### src/rtl/att_softmax.sv
// att_softmax: streaming softmax over one attention row.
// Scores are captured into a row buffer while tracking the running max, converted in place
// to power-of-two exponentials (32768 >> (max - s)), summed, then each element is normalised
// by a bit-serial restoring divider and emitted in input order.
module att_softmax #(
    parameter int unsigned ROW_LEN = 16,
    parameter int unsigned IN_W    = 16,
    parameter int unsigned OUT_W   = 8
) (
    input  logic             clk,
    input  logic             rst,
    input  logic             en,
    input  logic [IN_W-1:0]  i_score,
    input  logic             i_valid,
    output logic             busy,
    output logic [OUT_W-1:0] o_prob,
    output logic             o_valid,
    output logic             row_done
);

    localparam int unsigned IW = $clog2(ROW_LEN);
    // Exponentials are at most 32768, so the row sum needs log2(ROW_LEN) extra bits.
    localparam int unsigned SW = 16 + IW;
    localparam int unsigned CW = $clog2(OUT_W + 1);

    typedef enum logic [1:0] {LOAD, EXP, DIV, OUT} state_t;

    state_t                 state;
    logic [IW-1:0]          idx;
    logic signed [IN_W-1:0] max;
    logic [SW-1:0]          sum;
    logic [SW-1:0]          rem;
    logic [OUT_W:0]         q;
    logic [CW-1:0]          cnt;

    // Holds raw scores during LOAD, then exponentials (unsigned, low 16 bits) after EXP.
    logic [IN_W-1:0]        mem [ROW_LEN];

    logic [IN_W-1:0]        mem_rd;
    logic [IN_W:0]          d;
    logic [15:0]            e_val;
    logic [SW:0]            div_r;
    logic                   div_ge;
    logic [SW-1:0]          rem_next;
    logic [OUT_W:0]         q_next;
    logic                   last_elem;

    // Exponential approximation and one restoring-division step for the current element.
    always_comb begin
        mem_rd    = mem[idx];
        d         = {max[IN_W-1], max} - {mem_rd[IN_W-1], mem_rd};
        e_val     = (d < (IN_W + 1)'(16)) ? (16'h8000 >> d[3:0]) : 16'h0000;
        // Step 0 tests e against sum directly (quotient may reach 2^OUT_W); later steps shift.
        div_r     = (cnt == '0) ? (SW + 1)'(mem_rd[15:0]) : {rem, 1'b0};
        div_ge    = div_r >= {1'b0, sum};
        rem_next  = SW'(div_ge ? (div_r - {1'b0, sum}) : div_r);
        q_next    = {q[OUT_W-1:0], div_ge};
        last_elem = idx == IW'(ROW_LEN - 1);
    end

    // Row buffer: capture scores in LOAD, overwrite with exponentials in EXP.
    always_ff @(posedge clk) begin
        if (en) begin
            if (state == LOAD && i_valid) begin
                mem[idx] <= i_score;
            end else if (state == EXP) begin
                mem[idx] <= IN_W'(e_val);
            end
        end
    end

    // Main sequencer: LOAD -> EXP -> (DIV x (OUT_W+1) -> OUT) per element -> LOAD.
    always_ff @(posedge clk or posedge rst) begin
        if (rst) begin
            state  <= LOAD;
            idx    <= '0;
            max    <= '0;
            sum    <= '0;
            rem    <= '0;
            q      <= '0;
            cnt    <= '0;
            o_prob <= '0;
        end else if (en) begin
            unique case (state)
                LOAD: begin
                    if (i_valid) begin
                        if (idx == '0 || $signed(i_score) > max) begin
                            max <= i_score;
                        end
                        if (last_elem) begin
                            idx   <= '0;
                            sum   <= '0;
                            state <= EXP;
                        end else begin
                            idx <= idx + 1'b1;
                        end
                    end
                end
                EXP: begin
                    sum <= sum + SW'(e_val);
                    if (last_elem) begin
                        idx   <= '0;
                        cnt   <= '0;
                        state <= DIV;
                    end else begin
                        idx <= idx + 1'b1;
                    end
                end
                DIV: begin
                    rem <= rem_next;
                    q   <= q_next;
                    if (cnt == CW'(OUT_W)) begin
                        // Quotient 2^OUT_W only occurs for a lone dominant element; clamp it.
                        o_prob <= q_next[OUT_W] ? {OUT_W{1'b1}} : q_next[OUT_W-1:0];
                        state  <= OUT;
                    end else begin
                        cnt <= cnt + 1'b1;
                    end
                end
                OUT: begin
                    cnt <= '0;
                    if (last_elem) begin
                        idx   <= '0;
                        state <= LOAD;
                    end else begin
                        idx   <= idx + 1'b1;
                        state <= DIV;
                    end
                end
                default: state <= LOAD;
            endcase
        end
    end

    // Strobes are gated by en so a stalled OUT cycle is reported only once it completes.
    always_comb begin
        busy     = state != LOAD;
        o_valid  = (state == OUT) && en;
        row_done = o_valid && last_elem;
    end

endmodule

### config.mk
export PLATFORM = sky130hd
export DESIGN_NAME = att_softmax
export DESIGN_NICKNAME = d
export VERILOG_FILES = /design/src/rtl/att_softmax.sv
export SDC_FILE = /design/constraint.sdc
export NUM_CORES = 1
export LEC_CHECK = 0
export CAP_MARGIN = 20
export CORE_UTILIZATION = 39
export CTS_CLUSTER_SIZE = 12
export DETAILED_ROUTE_END_ITERATION = 8
export PLACE_DENSITY = 0.53
export SLEW_MARGIN = 25
export SYNTH_ARGS = -nofsm -noshare
export SYNTH_HDL_FRONTEND = slang
export SYNTH_SLANG_ARGS = --single-unit
### constraint.sdc
create_clock -name clk -period 18.8 [get_ports clk]
set_input_delay 3.76 -clock clk [delete_from_list [all_inputs] [get_ports clk]]
set_output_delay 3.76 -clock clk [all_outputs]
set_load 0.1 [all_outputs]
Yosys cells after proc, flatten, opt, wreduce, memory -nomap -nowiden --
Memories as Yosys holds them, arrays and structs flattened. Index checks and enable logic that the tools add are counted. Widths: inputs -> output; s select.
Word-level totals: bits in registers 82, bits in latches 0, RAM bits 256, bits in read-only memories 0, memories kept 1
Cells by class: add/sub/neg operators 5, $mul 0, divide/modulo/power cells 0, order comparisons 3, equality and inequality tests 10, shifts and indexed selects 1, muxes and demuxes 27, bitwise logic cells 1, reductions and logical operators 19
Memories:
- mem | depth 16, bits a word 16, rd ports 1, clocked after memory_dff 0, wr ports 1, RTL line 37 | logic [IN_W-1:0] mem [ROW_LEN];
Operators with widths (number):
- $mux 20 | 3
- $pmux 20 s2 | 1
- $mux 16 | 2
- $ge 21x20->1 | 1
- $mux 21 | 1
- $add 20x16->20 | 1
- $sub 20x20->20 | 1
- $lt 17x5->1 const B | 1
- $sub 16x16->17 | 1
- $gt 16x16->1 | 1
- $mux 4 | 4
- $shr 16x4->16 const A | 1
- $pmux 4 s3 | 1
- $reduce_and 4->1 | 3
- $mux 2 | 5
- $ne 2x2->1 const B | 5
- $add 4x1->4 const B | 2
- $eq 4x4->1 const B | 2
- $logic_not 4->1 | 2
- $mux 8 | 1
- $pmux 2 s4 | 1
- $pmux 4 s2 | 1
- $mux 1 | 7
- $reduce_and 3->1 | 2
- other kinds (11) | 16

Logic depth before layout (Yosys ltp) --
Gate-level depths: netlist of the first run.
depth in word-level cells 6, depth in mapped cells 27

Worst setup path after synthesis of the first run --
Ideal clock, no wire load.
kind in2out, start input port en, end output port row_done, data arrival time 5423 ps, slack 9617 ps, stages on the path 2, buffers on the path 0, cell sequence and3_1 and2_1
Between the ends: longest elaborated chain between the ends 2
Ends and longest elaborated chain:
- from (decl) | RTL line 12 | input logic en,
- $logic_and 1x1->1 | RTL line 138 | o_valid = (state == OUT) && en;
- $logic_and 1x1->1 | RTL line 139 | row_done = o_valid && last_elem;
- to (decl) | RTL line 18 | output logic row_done
Every way passes these cells.

Worst setup path after layout of the first run --
Same ends and word-level chain as after synthesis.

==> results of run 1 <==
-- cells in the final DEF, fill, tap and decap left out, drive strengths merged, types with 4 or more instances in the layout --
| cell type | instances |
|---|---|
| o311ai | 5 |
| clkinv | 7 |
| clkbuf | 43 |
| ha | 74 |
| xnor2 | 21 |
| nand3 | 29 |
| bufinv | 4 |
| dfrtp | 82 |
| nand2 | 148 |
| a21boi | 7 |
| or3 | 5 |
| and2 | 9 |
| o21a | 15 |
| a211oi | 9 |
| o21bai | 5 |
| nand2b | 10 |
| o31ai | 9 |
| xor2 | 14 |
| nor2b | 9 |
| nor2 | 79 |
| a31oi | 11 |
| or4 | 5 |
| clkdlybuf4s50 | 30 |
| nor3 | 14 |
| edfxtp | 256 |
| a21oi | 42 |
| nor4 | 6 |
| mux2 | 17 |
| nand4 | 7 |
| a21o | 18 |
| o21ai | 86 |
| buf | 40 |
| mux4 | 80 |
| inv | 71 |
| mux2i | 7 |
-- worst max-delay path, stage by stage --
cell and delay [ns]:
clkdlybuf4s50_1 0.58, and3_1 0.20, and2_1 0.12, clkdlybuf4s50_1 1.13
-- state kept, by name, indices dropped and copies added, names as in the netlist --
signal	flops
sum	20
mem	256
max	16
idx	4
state	2
o_prob	8
cnt	4
q	8
rem	20
-- worst paths after layout --
kind / start / endpoint / slack (ns) / cells after the start
min in group asynchronous: rst / q[7]$_DFFE_PP0P_ / 3.66 / 2
setup / recovery: en / row_done / 9.24 / 4
hold reg to reg: o_prob[0]$_DFFE_PP0P_ / o_prob[0]$_DFFE_PP0P_ / 0.48 / 2
max in group asynchronous: rst / idx[0]$_DFFE_PP0P_ / 14.03 / 3
hold / removal: o_prob[0]$_DFFE_PP0P_ / o_prob[0]$_DFFE_PP0P_ / 0.48 / 2
setup reg to reg: idx[0]$_DFFE_PP0P_ / sum[19]$_DFFE_PP0P_ / 10.42 / 22
-- kinds of logic after synthesis --
logic type | Yosys count
flops | 338
buf+inv | 122
simple gates | 337
mux | 104
fa+ha+maj | 77
compound gates | 245
xor+xnor | 35
-- metal layers --
layer  up-vias  wire length [µm]  track usage [%]
li1       4861                 -                -
met1      5311             18800             26.3
met2       171             20400             32.8
met3        58              1190             2.51
met4         0               961             5.63
met5         -                 0                0
-- power by group through the flow --
stage / Clock (W) / Combinational, W / Sequential (W)
floorplan: 0 / 0.00133 / 0.000955
global placement: 0 / 0.00172 / 0.00101
detailed placement: 0 / 0.00173 / 0.00101
CTS: 0.000740 / 0.00174 / 0.000995
global route: 0.000769 / 0.00191 / 0.00101
finish: 0.000723 / 0.00174 / 0.000992
-- final cells by class --
cell class	count	area (µm²)	share of cell area, %
Tap cell	539	674	3.55
Sequential cell	338	9740	51.2
Multi-Input combinational cell	798	6560	34.5
Clock inverter	14	225	1.18
Clock buffer	43	948	4.99
Timing Repair Buffer	70	601	3.16
Inverter	71	268	1.41
-- metrics by stage --
step	hold WS [ns]	total power (W)
after floorplan	0.449	0.00229
after global routing	0.501	0.00368
after CTS	0.482	0.00348
final	0.475	0.00346
after detailed placement	0.468	0.00274
after global placement	0.461	0.00273
==> results.cfg, run 1 <==
[yosys]
synth_fa_ha_area_share_pct = 5.89
synth_nets = 1355
synthMostInstantiatedCell = edfxtp_1
synth_simple_gate_area_share_pct = 9.28
synth-xor-area-share_pct = 1.83
synth_edf_count = 256
synthCells = 1258
async_reset_ff_share_pct = 24.3
ys_seq_area_share_pct = 58.2
yosys-top-cells-count = edfxtp_1, nand2_1, dfrtp_1
synthFlopType = edfxtp_1
yosys.area.top_type = edfxtp_1
muxShareOfSynthArea_pct = 12.3
synth_compound_area_share_pct = 9.47
ys_types = 77
avgSynthCellArea_um2 = 13.3
synth_seq_cells = 338
ys_warn_count = 0
synth.area.top_cells = edfxtp_1, dfrtp_1, mux4_2
synth_top_family_by_area = multiplexers
syn_area_mm2 = 0.0167
synth_top_cell_area_share_pct = 46.0

[power_and_ir_drop]
vdd_drop_max_mv = 0.0866
clockPowerShare_pct = 20.9
internal_power_w = 0.00204
power.switching_w = 0.00142
power.density_mw_per_mm2 = 182
p_comb_share_pct = 50.4
pwr-share-seq_pct = 28.7
switching_share_pct = 41.1
leakagePower_nw = 7.03

[clocking]
h-tree-depth = 2
clkSlewWorstSetupHoldPaths_ns = 0.06
clk_path_buf_depth = 3
postCtsSetupRepairBufs = 0
cts_resized = 0
clock-root-buffer = clkbuf_16
cts_buffers = 37
cts_tree = yes
hold_buffers = 0
clock_sinks = 338
worstSkewPairLatency_ns = 0.55

[route]
first_pass_iters = 5
drt-initial-drc-count = 836
drc = 0
avgRoutedWirePerCell_um = 22.1
totalWireLength_um = 41400
num_vias = 10400
viasPerCell = 5.55
drt.antenna.violating_nets = 0

[placed_design]
dp.cells = 1816
hpwl_um = 27200
place_congestion = 0.899
port_buffers = 30
place_area_mm2 = 0.0178
place_ws_ns = 9.23

[timing]
clock_skew_ns = 0.0178
fmax_ghz = 0.105
fin_crit_sh_pct = 50.9
fin_crit_ns = 9.56
tightest_slew_ns = 1.09
rsz0062_at_grt = false
hold_viol_final = 0
setup_ws_ns = 9.24
setup_viol = 0
drv_slew = 0
tns_ns = 0
relSlewSlack_pct = 26.7

[cells_and_area]
diodes = 0
syn2layout_area_growth_pct = 13.7
final_area_mm2 = 0.0190
instances_no_fill = 1873
fin_util_pct = 45.1
drive_above_1_share_pct = 16.8
fillers = 3749
final_net_count = 1413

[setup_path]
start_kind = input port
worstPathRequired_ns = 15.04
crit_arrival_ns = 5.80
worstPathMaxFanout = 8
endpoint_kind = output pin
worstSetupPathType = in -> out

[grt]
grt_pass1_wl_um = 63900
grt_max_degree = 45
grt_use_total_pct = 19.5
antenna_found_initial = 0
gr-total-overflow = 0
grt_pass1_vias = 10400

[floorplan]
dieArea_mm2 = 0.0437
placementRows = 75
die_x_um = 209
ios = 31
die_h_um = 209
start_util_pct = 39.7
core_mm2 = 0.0421

[outcome]
outcome = finished, final reports clean

[worst_hold_path]
hp-class = reg -> reg

[run]
cap_violations = 0
Power figures use the tool's default switching activity.
==> run 2: changes to the inputs <==
Clock period 18.8 ns to 9.3 ns, I/O delays scaled along.
==> run 2 against run 1 <==
Compared with the run above: cell count up 0.37%; utilization about the same; clock skew down 0.0042 ns; critical path depth up 18; clock power up 99%; die area unchanged; routed wire length up 2.4%; global-route usage up 0.53 points; register-to-register slack worse by 9.0 ns; first-iteration DRC count up 14%; critical path type is now reg -> reg.
==> results.cfg, run 2 (same netlist as run 1, synthesis figures left out) <==
[outcome]
outcome = finished, final reports clean

[grt]
grt_use_total_pct = 20.0
grt_pass1_wl_um = 65700
grt_pass1_vias = 10700
antenna_found_initial = 0
grt_max_degree = 49
gr-total-overflow = 0

[power_and_ir_drop]
power.density_mw_per_mm2 = 366
vdd_drop_max_mv = 0.175
internal_power_w = 0.00411
leakagePower_nw = 7.03
clockPowerShare_pct = 20.7
p_comb_share_pct = 49.8
switching_share_pct = 41.0
power.switching_w = 0.00285
pwr-share-seq_pct = 29.5

[floorplan]
start_util_pct = 39.7
ios = 31
core_mm2 = 0.0421
die_h_um = 209
dieArea_mm2 = 0.0437
placementRows = 75
die_x_um = 209

[cells_and_area]
drive_above_1_share_pct = 16.9
syn2layout_area_growth_pct = 13.7
regMostFlops = mem
final_area_mm2 = 0.0190
final_net_count = 1413
fillers = 3799
largest_register_ffs = 256
reg.largest.list = mem: 256 flops, rem: 20 flops, sum: 20 flops
final_cell_mix = edfxtp_1, nand2_1, o21ai_0, mux4_2, dfrtp_1
fin_util_pct = 45.1
diodes = 0
final_common_cell = edfxtp_1

[setup_path]
start_kind = register
worstPathMaxFanout = 35
r2r_setup_slack_ns = 1.42
endpoint_kind = register
max_stage_delay_ns = 0.96
crit_chain = buf_4 -> mux4_2 -> mux4_2 -> inv_1 -> ha_1 -> nand3b_1 -> a21boi_1 -> or4_4 -> nor4_2 -> o311ai_1 -> nor4_4 -> nand4b_2 -> nor2_1 -> ha_1 -> a211oi_1 -> o21bai_1 -> o41ai_1 -> o21ai_0 -> o221ai_1 -> o2111a_1 -> mux2i_1 -> nand3_1
reg2reg_depth = 22
worstPathRequired_ns = 9.71
worstReg2RegStart = idx[1]$_DFFE_PP0P_
crit_arrival_ns = 8.29
r2r_end = sum[19]$_DFFE_PP0P_
critical_path.slowest_cell = dfrtp_2
worstSetupPathType = reg -> reg

[run]
cap_violations = 0

[route]
drt-initial-drc-count = 951
totalWireLength_um = 42400
avgRoutedWirePerCell_um = 22.5
viasPerCell = 5.59
drc = 0
first_pass_iters = 5
num_vias = 10500
drt.antenna.violating_nets = 0

[timing]
setup_viol = 0
tightest_slew_ns = 1.01
relSlewSlack_pct = 32.7
setup_ws_ns = 1.42
fin_hold_ws_ns = 0.477
tns_ns = 0
fin_crit_sh_pct = 84.7
fmax_ghz = 0.127
drv_slew = 0
hold_viol_final = 0
clock_skew_ns = 0.0136
rsz0062_at_grt = false
fin_crit_ns = 7.88

[worst_hold_path]
hp-class = reg -> reg
hold_start = o_prob[6]$_DFFE_PP0P_
min_to = o_prob[6]$_DFFE_PP0P_
worstHoldPathCells = 2

[clocking]
clock_sinks = 338
cts_buffers = 38
clkSlewWorstSetupHoldPaths_ns = 0.06
postCtsSetupRepairBufs = 0
cts_resized = 0
hold_buffers = 0
clk_path_buf_depth = 3
h-tree-depth = 2
clock-root-buffer = clkbuf_16
cts_tree = yes
worstSkewPairLatency_ns = 0.54

[placed_design]
port_buffers = 30
place_ws_ns = 1.40
place_area_mm2 = 0.0178
hpwl_um = 28600
place_congestion = 0.914
-- run 2: cell types whose count changed in the layout (fill, tap and decap cells not counted), sizes merged --
cell	change
clkinv	+2
bufinv	-2
clkbuf	+9
buf	-1
clkinvlp	-1
-- run 2: how the worst max path moves through the flow --
stage | depth (start not counted) | startpoint | slack, ns | endpoint
after floorplan | 25 | idx[0]$_DFFE_PP0P_ | 2.72 | sum[19]$_DFFE_PP0P_
after global placement | 22 | idx[1]$_DFFE_PP0P_ | 1.51 | sum[19]$_DFFE_PP0P_
after detailed placement | 22 | idx[1]$_DFFE_PP0P_ | 1.40 | sum[19]$_DFFE_PP0P_
after CTS | 22 | idx[0]$_DFFE_PP0P_ | 1.35 | sum[19]$_DFFE_PP0P_
after global routing | 22 | idx[0]$_DFFE_PP0P_ | 0.76 | sum[19]$_DFFE_PP0P_
final | 22 | idx[1]$_DFFE_PP0P_ | 1.42 | sum[19]$_DFFE_PP0P_
-- run 2: area by class of cell --
| type | instances | area [µm²] | share of cell area (%) |
|---|---|---|---|
| clock buffers | 52 | 1010 | 5.33 |
| clock inverters | 13 | 155 | 0.816 |
| flip-flops and latches | 338 | 9740 | 51.3 |
| well taps | 539 | 674 | 3.55 |
| multi-input cells | 798 | 6570 | 34.5 |
| repair buffers | 69 | 593 | 3.12 |
| inverters | 71 | 268 | 1.41 |
-- run 2: worst max-delay path: cells and delay by family, from the launching register on --
family          cells  cell delay, ns
fa+ha+maj           2            0.64
simple gates        7            2.27
flops               1            0.96
compound gates      8            2.03
buf+inv             2            0.72
mux                 3            1.10
-- run 2: through the flow --
stage,instances,total power [W]
floorplan,1258,0.00462
global placement,1815,0.00553
detailed placement,1815,0.00553
CTS,1880,0.00699
global route,1880,0.00742
finish,1880,0.00696
-- run 2: routing by layer --
metal / share of wire [%] / track usage [%] / up-vias
met2: 49 / 34.1 / 192
met4: 2.1 / 5.30 / 0
met1: 45 / 26.7 / 5395
met5: 0 / 0 / -
li1: - / - / 4868
met3: 3.6 / 2.84 / 63
-- run 2: power by group through the flow --
stage	clock, W	combinational (W)	sequential (W)
2_1_floorplan	0	0.00269	0.00193
3_3_place_gp	0	0.00344	0.00209
3_5_place_dp	0	0.00344	0.00209
4_1_cts	0.00147	0.00346	0.00206
5_1_grt	0.00153	0.00379	0.00209
6_report	0.00144	0.00346	0.00205
==> edit (flow settings as in run 2) <==
Change the parameter `ROW_LEN` from 16 to 32.
--- a/src/rtl/att_softmax.sv
+++ b/src/rtl/att_softmax.sv
@@ -5,3 +5,3 @@
 module att_softmax #(
-    parameter int unsigned ROW_LEN = 16,
+    parameter int unsigned ROW_LEN = 32,
     parameter int unsigned IN_W    = 16,
Function: no difference found for any inputs over 4 cycles, from zero or initial values and one cycle with rst high; that may be too few to reach the edited logic, so the function may still have changed.
==> edit against run 2 <==
Clock skew rose by 0.014 ns. Worst setup slack got worse by 0.54 ns. Count of clock-buffer cells in the layout rose by 33. Design area rose by 60%. Area after synthesis rose by 59%. Routed wire length rose by 62%. Sequential power rose by 69%. Power rose by 60%. Sequential cell count rose by 259. Global-route usage rose by 0.23 points. Critical path type unchanged. Largest cell class unchanged. Largest power group unchanged.
==> edit: results (changes against run 2) <==
[logic_synthesis]
synth-edff-count=512  ; was 256
synth-compound-area-share_pct=7.64  ; was 9.47%
synth_common_cells=edfxtp_1 (512), mux4_2 (128), nand2_1 (116), nor2_1 (116), dfrtp_1 (85)  ; was edfxtp_1 (256), nand2_1 (148), dfrtp_1 (82)
synth_area_leaders=edfxtp_1 (58%), mux4_2 (11%), dfrtp_1 (8.0%), ha_1 (3.6%), nand2_1 (1.6%)  ; was edfxtp_1 (46%), dfrtp_1 (12%), mux4_2 (11%), ha_1 (5.5%), nand2_1 (3.3%)
ys_seq_area_share_pct=65.9  ; was 58.2%
synth-xor-area-share_pct=1.22  ; was 1.83%
ys_types=78  ; was 77
synth.mux.area_fraction_pct=12.3  ; about the same
async_flop_share_pct=14.2  ; was 24.3%

[pwr]
pg_comb_uw=5030  ; was 3460 uW
p_int_uw=6790  ; was 4110 uW
comb_power_share_pct=45.1  ; was 49.8%
p_seq_uw=3470  ; was 2050 uW

[layout]
drive_above_1_share_pct=20.1  ; was 16.9%
final_nets=1895  ; was 1,413
stdcell_count=2714  ; was 1,880
top_regs=mem x512, rem x21, sum x21  ; was mem x256, rem x20, sum x20

[sta]
clock_skew_ns=0.0279  ; was 0.0136 ns

[cts]
cts_buffers=67  ; was 38

[status]
status=complete, no violations  ; unchanged

[global_routing]
antenna_found_initial=2  ; was 0
grt.total_usage_pct=20.2  ; was 20.0%
grt_max_degree=69  ; was 49
grt_pass1_vias=15449  ; was 10,659

[placement]
dp_hpwl_um=45000  ; was 28,600 um
place_area_mm2=0.0283  ; was 0.0178 mm2
dp_cells=2600  ; was 1,815
place_congestion=0.885  ; was 0.914

[setup_path]
cp_slowest_cell=dfrtp_4  ; was dfrtp_2
cp_max_fo=40  ; was 35
critPathTopFamily=compound AO/OA/AOI/OAI gates  ; was simple AND/OR/NAND/NOR gates

[drt]
drt-initial-drc-count=1327  ; was 951
vias_per_cell=5.64  ; was 5.59
avgRoutedWirePerCell_um=25.3  ; was 22.5 um

==> edit: path summary, 6_finish.rpt <==
kind,start,end,slack (ns),depth (start not counted)
max,idx[0],sum[20],0.88,26
min,rem[17],rem[17],0.47,2
max reg2reg,idx[0],sum[20],0.88,26
min reg2reg,rem[17],rem[17],0.47,2
max in group asynchronous,rst,o_prob[3],6.52,3
min in group asynchronous,rst,max[11],1.56,2
==> edit: per-layer routing <==
layer | vias up | global-route usage (%) | wire length, um | part of all wire, %
met5 | - | 0 | 13 | 0.019
met2 | 410 | 32.5 | 33200 | 48
met3 | 105 | 3.94 | 3820 | 5.6
met4 | 2 | 6.75 | 2000 | 2.9
li1 | 6887 | - | - | -
met1 | 7890 | 27.5 | 29800 | 43
==> edit: area by class of cell <==
type	count	area [um2]
fillers	5869	36800
flip-flops and latches	597	17500
multi-input cells	973	8630
clock buffers	85	1810
well taps	873	1090
repair buffers	104	868
clock inverters	29	377
inverters	53	200
